## src/rtl/tone_sequencer_if.sv

```systemverilog
// Control/table-write bus between the user-control logic and tone_sequencer,
// plus the tone generator drive outputs.
interface tone_sequencer_if;
  logic        wr_en;
  logic [3:0]  wr_addr;
  logic [23:0] wr_freq;
  logic [3:0]  wr_beats;
  logic        start;
  logic        stop;
  logic        loop;
  logic [23:0] freq;
  logic        output_enable;
  logic        busy;
  logic [3:0]  note_idx;
  logic        done;

  modport master (
    output wr_en, wr_addr, wr_freq, wr_beats, start, stop, loop,
    input  freq, output_enable, busy, note_idx, done
  );

  modport slave (
    input  wr_en, wr_addr, wr_freq, wr_beats, start, stop, loop,
    output freq, output_enable, busy, note_idx, done
  );
endinterface

```

## src/rtl/tone_sequencer.sv

```systemverilog
// Steps through a 16-entry (freq, beats) note table and drives the tone generator,
// inserting a silent gap after every note.
module tone_sequencer #(
  parameter int unsigned TICKS_PER_BEAT = 12_500_000,
  parameter int unsigned GAP_TICKS      = 1_250_000
) (
  input logic             clk,
  input logic             rst,
  tone_sequencer_if.slave bus
);
  localparam int unsigned CntMax = (TICKS_PER_BEAT > GAP_TICKS) ?
                                   ((TICKS_PER_BEAT > 2) ? TICKS_PER_BEAT : 2) :
                                   ((GAP_TICKS > 2) ? GAP_TICKS : 2);
  localparam int unsigned CntW = $clog2(CntMax);
  localparam logic [CntW-1:0] TickLast = CntW'(TICKS_PER_BEAT - 1);
  localparam logic [CntW-1:0] GapLast  = CntW'(GAP_TICKS - 1);

  typedef enum logic [1:0] {StIdle, StFetch, StPlay, StGap} state_e;

  state_e          state_q, state_d;
  logic [27:0]     table_q [16];
  logic [27:0]     table_d [16];
  logic [23:0]     freq_q, freq_d;
  logic            oe_q, oe_d;
  logic            busy_q, busy_d;
  logic [3:0]      idx_q, idx_d;
  logic            done_q, done_d;
  logic [3:0]      beat_q, beat_d;
  logic [CntW-1:0] tick_q, tick_d;

  logic [23:0] ent_freq;
  logic [3:0]  ent_beats;
  logic        do_adv, do_end;

  always_comb begin
    table_d   = table_q;
    state_d   = state_q;
    freq_d    = freq_q;
    oe_d      = oe_q;
    idx_d     = idx_q;
    done_d    = 1'b0;
    beat_d    = beat_q;
    tick_d    = tick_q;
    do_adv    = 1'b0;
    do_end    = 1'b0;
    // Table reads use table_q, so a same-cycle write to the fetched entry returns old data.
    ent_freq  = table_q[idx_q][27:4];
    ent_beats = table_q[idx_q][3:0];
    if (bus.wr_en) table_d[bus.wr_addr] = {bus.wr_freq, bus.wr_beats};

    unique case (state_q)
      StIdle: begin
        if (bus.start && !bus.stop) begin
          idx_d   = 4'd0;
          state_d = StFetch;
        end
      end
      StFetch: begin
        if (ent_beats == 4'd0) begin
          do_end = 1'b1;
        end else begin
          beat_d  = ent_beats;
          tick_d  = '0;
          freq_d  = ent_freq;
          oe_d    = (ent_freq != 24'd0);
          state_d = StPlay;
        end
      end
      StPlay: begin
        if (tick_q == TickLast) begin
          tick_d = '0;
          beat_d = beat_q - 4'd1;
          if (beat_q == 4'd1) begin
            oe_d = 1'b0;
            if (GAP_TICKS == 0) do_adv = 1'b1;
            else                state_d = StGap;
          end
        end else begin
          tick_d = tick_q + CntW'(1);
        end
      end
      StGap: begin
        if (tick_q == GapLast) do_adv = 1'b1;
        else                   tick_d = tick_q + CntW'(1);
      end
    endcase

    if (do_adv) begin
      if (idx_q == 4'd15) begin
        do_end = 1'b1;
      end else begin
        idx_d   = idx_q + 4'd1;
        state_d = StFetch;
      end
    end

    // Looping requires a playable entry 0, otherwise the song would spin with zero length.
    if (do_end) begin
      if (bus.loop && (table_q[0][3:0] != 4'd0)) begin
        idx_d   = 4'd0;
        state_d = StFetch;
      end else begin
        done_d  = 1'b1;
        freq_d  = 24'd0;
        oe_d    = 1'b0;
        state_d = StIdle;
      end
    end

    if (bus.stop && (state_q != StIdle)) begin
      state_d = StIdle;
      freq_d  = 24'd0;
      oe_d    = 1'b0;
      done_d  = 1'b0;
      idx_d   = idx_q;
    end

    busy_d = (state_d != StIdle);
  end

  always_ff @(posedge clk or posedge rst) begin
    if (rst) begin
      state_q <= StIdle;
      table_q <= '{default: '0};
      freq_q  <= '0;
      oe_q    <= 1'b0;
      busy_q  <= 1'b0;
      idx_q   <= '0;
      done_q  <= 1'b0;
      beat_q  <= '0;
      tick_q  <= '0;
    end else begin
      state_q <= state_d;
      table_q <= table_d;
      freq_q  <= freq_d;
      oe_q    <= oe_d;
      busy_q  <= busy_d;
      idx_q   <= idx_d;
      done_q  <= done_d;
      beat_q  <= beat_d;
      tick_q  <= tick_d;
    end
  end

  assign bus.freq          = freq_q;
  assign bus.output_enable = oe_q;
  assign bus.busy          = busy_q;
  assign bus.note_idx      = idx_q;
  assign bus.done          = done_q;
endmodule

```

## src/flat_wrapper.sv

```systemverilog
// flat-port wrapper written by rule: the top's interface ports become plain ports
module tone_sequencer_flat 
#(
  parameter int unsigned TICKS_PER_BEAT = 12_500_000,
  parameter int unsigned GAP_TICKS      = 1_250_000
)
  (clk, rst, bus_wr_en, bus_wr_addr, bus_wr_freq, bus_wr_beats, bus_start, bus_stop, bus_loop, bus_freq, bus_output_enable, bus_busy, bus_note_idx, bus_done);
  tone_sequencer_if bus_i ();
  input logic clk;
  input logic rst;
  input wire logic [$bits(bus_i.wr_en)-1:0] bus_wr_en;
  input wire logic [$bits(bus_i.wr_addr)-1:0] bus_wr_addr;
  input wire logic [$bits(bus_i.wr_freq)-1:0] bus_wr_freq;
  input wire logic [$bits(bus_i.wr_beats)-1:0] bus_wr_beats;
  input wire logic [$bits(bus_i.start)-1:0] bus_start;
  input wire logic [$bits(bus_i.stop)-1:0] bus_stop;
  input wire logic [$bits(bus_i.loop)-1:0] bus_loop;
  output wire logic [$bits(bus_i.freq)-1:0] bus_freq;
  output wire logic [$bits(bus_i.output_enable)-1:0] bus_output_enable;
  output wire logic [$bits(bus_i.busy)-1:0] bus_busy;
  output wire logic [$bits(bus_i.note_idx)-1:0] bus_note_idx;
  output wire logic [$bits(bus_i.done)-1:0] bus_done;
  assign bus_i.wr_en = bus_wr_en;
  assign bus_i.wr_addr = bus_wr_addr;
  assign bus_i.wr_freq = bus_wr_freq;
  assign bus_i.wr_beats = bus_wr_beats;
  assign bus_i.start = bus_start;
  assign bus_i.stop = bus_stop;
  assign bus_i.loop = bus_loop;
  assign bus_freq = bus_i.freq;
  assign bus_output_enable = bus_i.output_enable;
  assign bus_busy = bus_i.busy;
  assign bus_note_idx = bus_i.note_idx;
  assign bus_done = bus_i.done;
  tone_sequencer #(.TICKS_PER_BEAT(TICKS_PER_BEAT), .GAP_TICKS(GAP_TICKS)) u_core (.clk(clk), .rst(rst), .bus(bus_i));
endmodule
```

## config.mk

```make
export PLATFORM = sky130hd
export DESIGN_NAME = tone_sequencer_flat
export DESIGN_NICKNAME = d
export VERILOG_FILES = /design/src/rtl/tone_sequencer_if.sv /design/src/rtl/tone_sequencer.sv /design/src/flat_wrapper.sv
export SDC_FILE = /design/constraint.sdc
export NUM_CORES = 1
export LEC_CHECK = 0
export CORE_MARGIN = 1.5
export CORE_UTILIZATION = 50
export CTS_CLUSTER_SIZE = 8
export DETAILED_ROUTE_END_ITERATION = 7
export GPL_TIMING_DRIVEN = 0
export PLACE_DENSITY = 0.76
export SETUP_SLACK_MARGIN = 0.15
export SLEW_MARGIN = 20
export SYNTH_ARGS = -nofsm -noshare
export SYNTH_HDL_FRONTEND = slang
export SYNTH_SLANG_ARGS = --single-unit
```

## constraint.sdc

```tcl
create_clock -name clk -period 31.5 [get_ports clk]
set_input_delay 7.875 -clock clk [delete_from_list [all_inputs] [get_ports clk]]
set_output_delay 7.875 -clock clk [all_outputs]
set_load 0.005 [all_outputs]
```

Yosys cells after proc, flatten, opt, wreduce, memory -nomap -nowiden
Index checks and enable logic that the tools add are counted.

Reduce and logical (&&, ||, !) cells: 15. Magnitude comparators: 3. Equal/unequal tests: 10. Bitwise operators: 2. Add/sub/neg operators: 3. Mux-type cells: 50.

Operators with widths (number): 448-bit bitwise mux (1); 24-bit two-way mux (8); 28-bit binary-select mux with 4-bit select (1); 28-bit demux with 4-bit select (1); 28-bit two-way mux (3); 24-bit one-hot mux with 3 select lines (1); 4-bit two-way mux (8); 24-bit by 1-bit adder with 24-bit output (second input constant) (1); 24-bit by 21-bit == test with 1-bit output (second input constant) (1); 24-bit == test (second input constant) (1); 24-bit nonzero test (1); 1-bit two-way mux (16); 2-bit two-way mux (8); 5-bit >= comparator (second input constant) (2); 4-bit inverter with 5-bit output (2); 4-bit one-hot mux with 2 select lines (1); 2-bit one-hot mux with 3 select lines (1); 3-bit AND reduction (2); 2-bit nonzero test (3); 5-bit by 1-bit < comparator with 1-bit output (second input constant) (1); 4-bit by 1-bit adder with 4-bit output (second input constant) (1); 2-bit == test (second input constant) (2); 4-bit by 1-bit == test with 1-bit output (second input constant) (1); 4-bit == test (second input constant) (1); 11 further kinds (15).

Word-level logic and storage cells: 107. Register bits after elaboration: 509.

Longest topological paths before layout
Depth in word-level cells: 12. Gate-level depth with buffers: 11.

Worst setup path before layout
OpenSTA, ideal clock, no wires.

Path kind: input port to flip-flop. From: input port bus_wr_addr[3]. To: register u_core.table_q[345] (netlist bit). Library setup time: 0.125 ns. Cell stages on the path: 5. Setup slack: 21.969 ns. Buffers on the path: 2. Arrival: 9.407 ns. Data required time: 31.375 ns. Path through: nor3b_1 -> nor2b_1 -> clkbuf_1 -> buf_1 -> mux2_2.

Cells in the longest elaborated chain, start to end: 6. Elaborated cells on any way between the ends: 7. Classes of those cells: 2 x order compare; 3 x mux; 1 x bitwise; 1 x reduce/logical.

RTL lines: start, declared (RTL line flat_wrapper.sv:12) `input wire logic [$bits(bus_i.wr_addr)-1:0] bus_wr_addr;`; 4-bit inverter with 5-bit output (not written as such) (*) (RTL line tone_sequencer.sv:49) `if (bus.wr_en) table_d[bus.wr_addr] = {bus.wr_freq, bus.wr_beats};`; 5-bit >= comparator (not written as such) / 5-bit by 1-bit < comparator with 1-bit output (equally long branches) (RTL line tone_sequencer.sv:49); 1-bit logical AND (not written as such) (RTL line tone_sequencer.sv:49); 28-bit two-way mux (not written as such) (RTL line tone_sequencer.sv:49); 28-bit demux with 4-bit select (*) (RTL line tone_sequencer.sv:49); 448-bit bitwise mux (*) (RTL line tone_sequencer.sv:49); end signal, assigned (RTL line tone_sequencer.sv:134) `table_q <= table_d;`; end, declared (RTL line tone_sequencer.sv:21) `logic [27:0] table_q [16];`.

Every way passes the cells marked *; elsewhere a longest branch is shown, timed or not. A chain may end at the register's enable or synchronous reset.

==> run metrics <==
status=finished, final reports clean; Synth Net Count=1735; grt total ovfl=0; main combinational cell family by area after synthesis=multiplexers; Worst-path clk slew=0.05 ns; H-tree depth=3; Post-CTS Resized=0; first-pass GRT wire length=98610 um; post-route antenna net violation count=0; Post-Route Skew=0.02800 ns; fraction of the mapped netlist area in adder cells=0.4796%; post-CTS setup buffer count=0; Worst R2R Path Depth=10; Lkg Pwr=0.01118 uW; Synth Warn #=0; CP endpoint kind=flip-flop; starting density of the core=50.54%; vias post-DR=15700; Worst Tran Pin Value=1.214 ns; Tcrit/Tclk final=between 30 and 40%; async set-reset flop share out of synthesis=100.0%; cell count after synthesis=approximately 1700; Final Worst Setup Slack=approximately 21 ns; nets=around 1900; reg2reg start=u_core.bus.note_idx[1]; crit path DAT=11.00 ns; clk buf depth=3; DP Wirelength=41640 um; R2R Setup Slk=26.64 ns; Hold Path Cell Cnt=1; Max-Cap Viols=0; root buffer cell=clkbuf_16; Tot GR Track Use=27.57%; ratio of cells with drive above 1 in the final layout=36.15%; register bit total from synthesis=509; crit-path max FO=10; DR WL/cell=26.22 um; minimum clock period=between 10 and 15 ns; unique cell type count in the Yosys netlist=60; diodes inserted=0; die area=48260 sq um; Post-Synth XOR/XNOR Area=less than 1%; Die Y=219.7 um; CP Launch Type=primary input; Hold-fix buffers, CTS=0; pin count of the biggest net entering global routing=111; initial antenna violation count=0; clk_lat worst skew=0.60 ns; Fillers=around 3600; worst endpoint required time=31.96 ns; Synth Cell Area=23480 sq um; Die W=219.7 um; peak supply drop=0.05504 mV; final non-filler cell total=between 2000 and 2500; most frequent cells in the layout=dfrtp_1, mux2_2, clkbuf_1; Fmax=approximately 95 MHz; hold crit path type=flip-flop to flip-flop; Compound-Gate Fraction of Synth Area=5.335%; vias per cell=6.404; dpl ws=20.55 ns; total wire length=64300 um; Simple-Gate Fraction of Synth Area=between 5 and 6%; sequential element share of the synthesized area=~54%; Final Slew Violations=0; RePlAce Congestion=0.8567; crit path kind=primary input to flip-flop; Post-Place Cells=2369; I/O pin count=69; Hold Vio Cnt, Final=0; I/O Buffers=68; DP Area=25100 sq um; vias in the first global route=~16000; Site Rows=a little under 80; CTS tree=done; Rel. slew slack=19.07%; post-layout instance area=approximately 27000 sq um; hold endpoint=u_core.table_q[31]; DRC violations left=0; number of synthesized flops with an enable pin=0; Setup Viol. Count Final=0; post-synthesis mux area share=32.10%; Num CTS Buffers=73; Core ar.=46460 sq um; First-pass DRT Iterations=5; initial DRC count=about 1600; Setup TNS=0 ns; Hold Crit Start=u_core.table_q[31]; Worst R2R End=u_core.bus.output_enable; syn_area_per_cell=13.91 sq um; commonest non-fill, non-tap cell in the layout=dfrtp_1; Sink Count=a little over 500; unrepaired setup endpoints after global routing=no; P&R area growth vs syn=15.22%; ys flop type=dfrtp_1; Pwr Density=75.80 nW/um^2
[state kept, by name (all words and copies together), names as in the netlist]
| signal | cells |
|---|---|
| u_core.table_q | 448 |
| u_core.bus.freq | 24 |
| u_core.tick_q | 24 |
| u_core.beat_q | 4 |
| u_core.bus.note_idx | 4 |
| u_core.state_q | 2 |
| u_core.bus.busy | 1 |
| u_core.bus.done | 1 |
| u_core.bus.output_enable | 1 |
[worst max-delay path, stage by stage]
cell and delay, ns:
clkdlybuf4s50_1 0.51, nor3b_1 0.47, nor2b_1 0.22, clkbuf_1 0.70
buf_1 0.80, mux2_2 0.42
[per-stage QoR]
stage / hold slack, ns / power (uW) / utilization (%)
finish: 0.4963 / 2050 / 58.23
global route: 0.5055 / 2141 / 58.23
CTS: 0.5007 / 2049 / 58.20
detailed placement: 0.4903 / 1357 / 54.03
global placement: 0.4810 / 1330 / 53.64
floorplan: 0.4582 / 1190 / -
[worst max-delay path by stage]
| stage | start | to | cells after the start |
|---|---|---|---|
| final | bus_wr_en | u_core.table_q[348] | 6 |
| after global routing | bus_wr_en | u_core.table_q[348] | 6 |
| after CTS | bus_wr_en | u_core.table_q[348] | 6 |
| after detailed placement | bus_wr_en | u_core.table_q[348] | 6 |
| after global placement | rst | u_core.table_q[12] | 2 |
| after floorplan | rst | u_core.beat_q[0] | 1 |
[synthesized netlist by cell type, drive strengths merged, types with 2 or more instances]
library cell | instances | area, sq um
a21o | 3 | 22.52
a21oi | 25 | 128.9
a221o | 6 | 60.06
a221oi | 30 | 262.8
a22oi | 39 | 292.8
a31oi | 2 | 12.51
and2 | 9 | 56.30
and3 | 10 | 62.56
and4 | 2 | 17.52
buf | 40 | 195.2
clkbuf | 85 | 319.1
dfrtp | 509 | 12740
ha | 9 | 112.6
inv | 11 | 41.29
mux2 | 449 | 5056
mux2i | 61 | 610.6
mux4 | 83 | 1869
nand2 | 79 | 296.5
nand2b | 7 | 43.79
nand3 | 15 | 75.07
nand3b | 3 | 22.52
nand4 | 5 | 31.28
nor2 | 70 | 265.3
nor2b | 8 | 50.05
nor3 | 20 | 100.1
nor3b | 3 | 22.52
nor4 | 11 | 75.07
o211ai | 2 | 28.78
o21ai | 43 | 215.2
o221ai | 2 | 17.52
o22ai | 2 | 12.51
o31ai | 10 | 75.07
o41ai | 5 | 43.79
or2 | 2 | 12.51
or3 | 5 | 31.28
or4 | 6 | 45.04
or4b | 3 | 30.03
[where the power goes]
| part | leakage, uW | internal (uW) | switching (uW) |
|---|---|---|---|
| Combinational | 0.00392 | 227 | 241 |
| Clock | 0.000950 | 415 | 274 |
| Sequential | 0.00631 | 808 | 85.3 |
| Total | 0.0112 | 1450 | 600 |
[logic make-up (layout without fill, tap and decap cells)]
family / Yosys count / count (layout)
AO/OA/AOI/OAI: 178 / 178
multiplexers: 593 / 593
adder cells (fa/ha/maj): 9 / 9
AND/OR/NAND/NOR: 262 / 262
buffers and inverters: 136 / 293
flip-flops: 509 / 509
XOR/XNOR: 1 / 1
[per-layer routing]
| metal | up-vias | track usage [%] | wire (um) |
|---|---|---|---|
| li1 | 6559 | - | - |
| met1 | 8345 | 39.15 | 27970 |
| met2 | 660 | 42.50 | 29740 |
| met3 | 139 | 5.645 | 4592 |
| met4 | 0 | 9.229 | 1999 |
| met5 | - | 0 | 0 |
[cell type report]
class,count,area (sq um),share of cell area [%]
repair buffers,74,833.3,3.081
clock inverters,6,75.07,0.2775
flip-flops and latches,509,12740,47.09
plain buffers,125,515.5,1.906
well taps,607,759.5,2.808
clock buffers,77,1863,6.887
multi-input cells,1043,10220,37.77
inverters,11,48.80,0.1804
(Power assumes the default switching activity.)
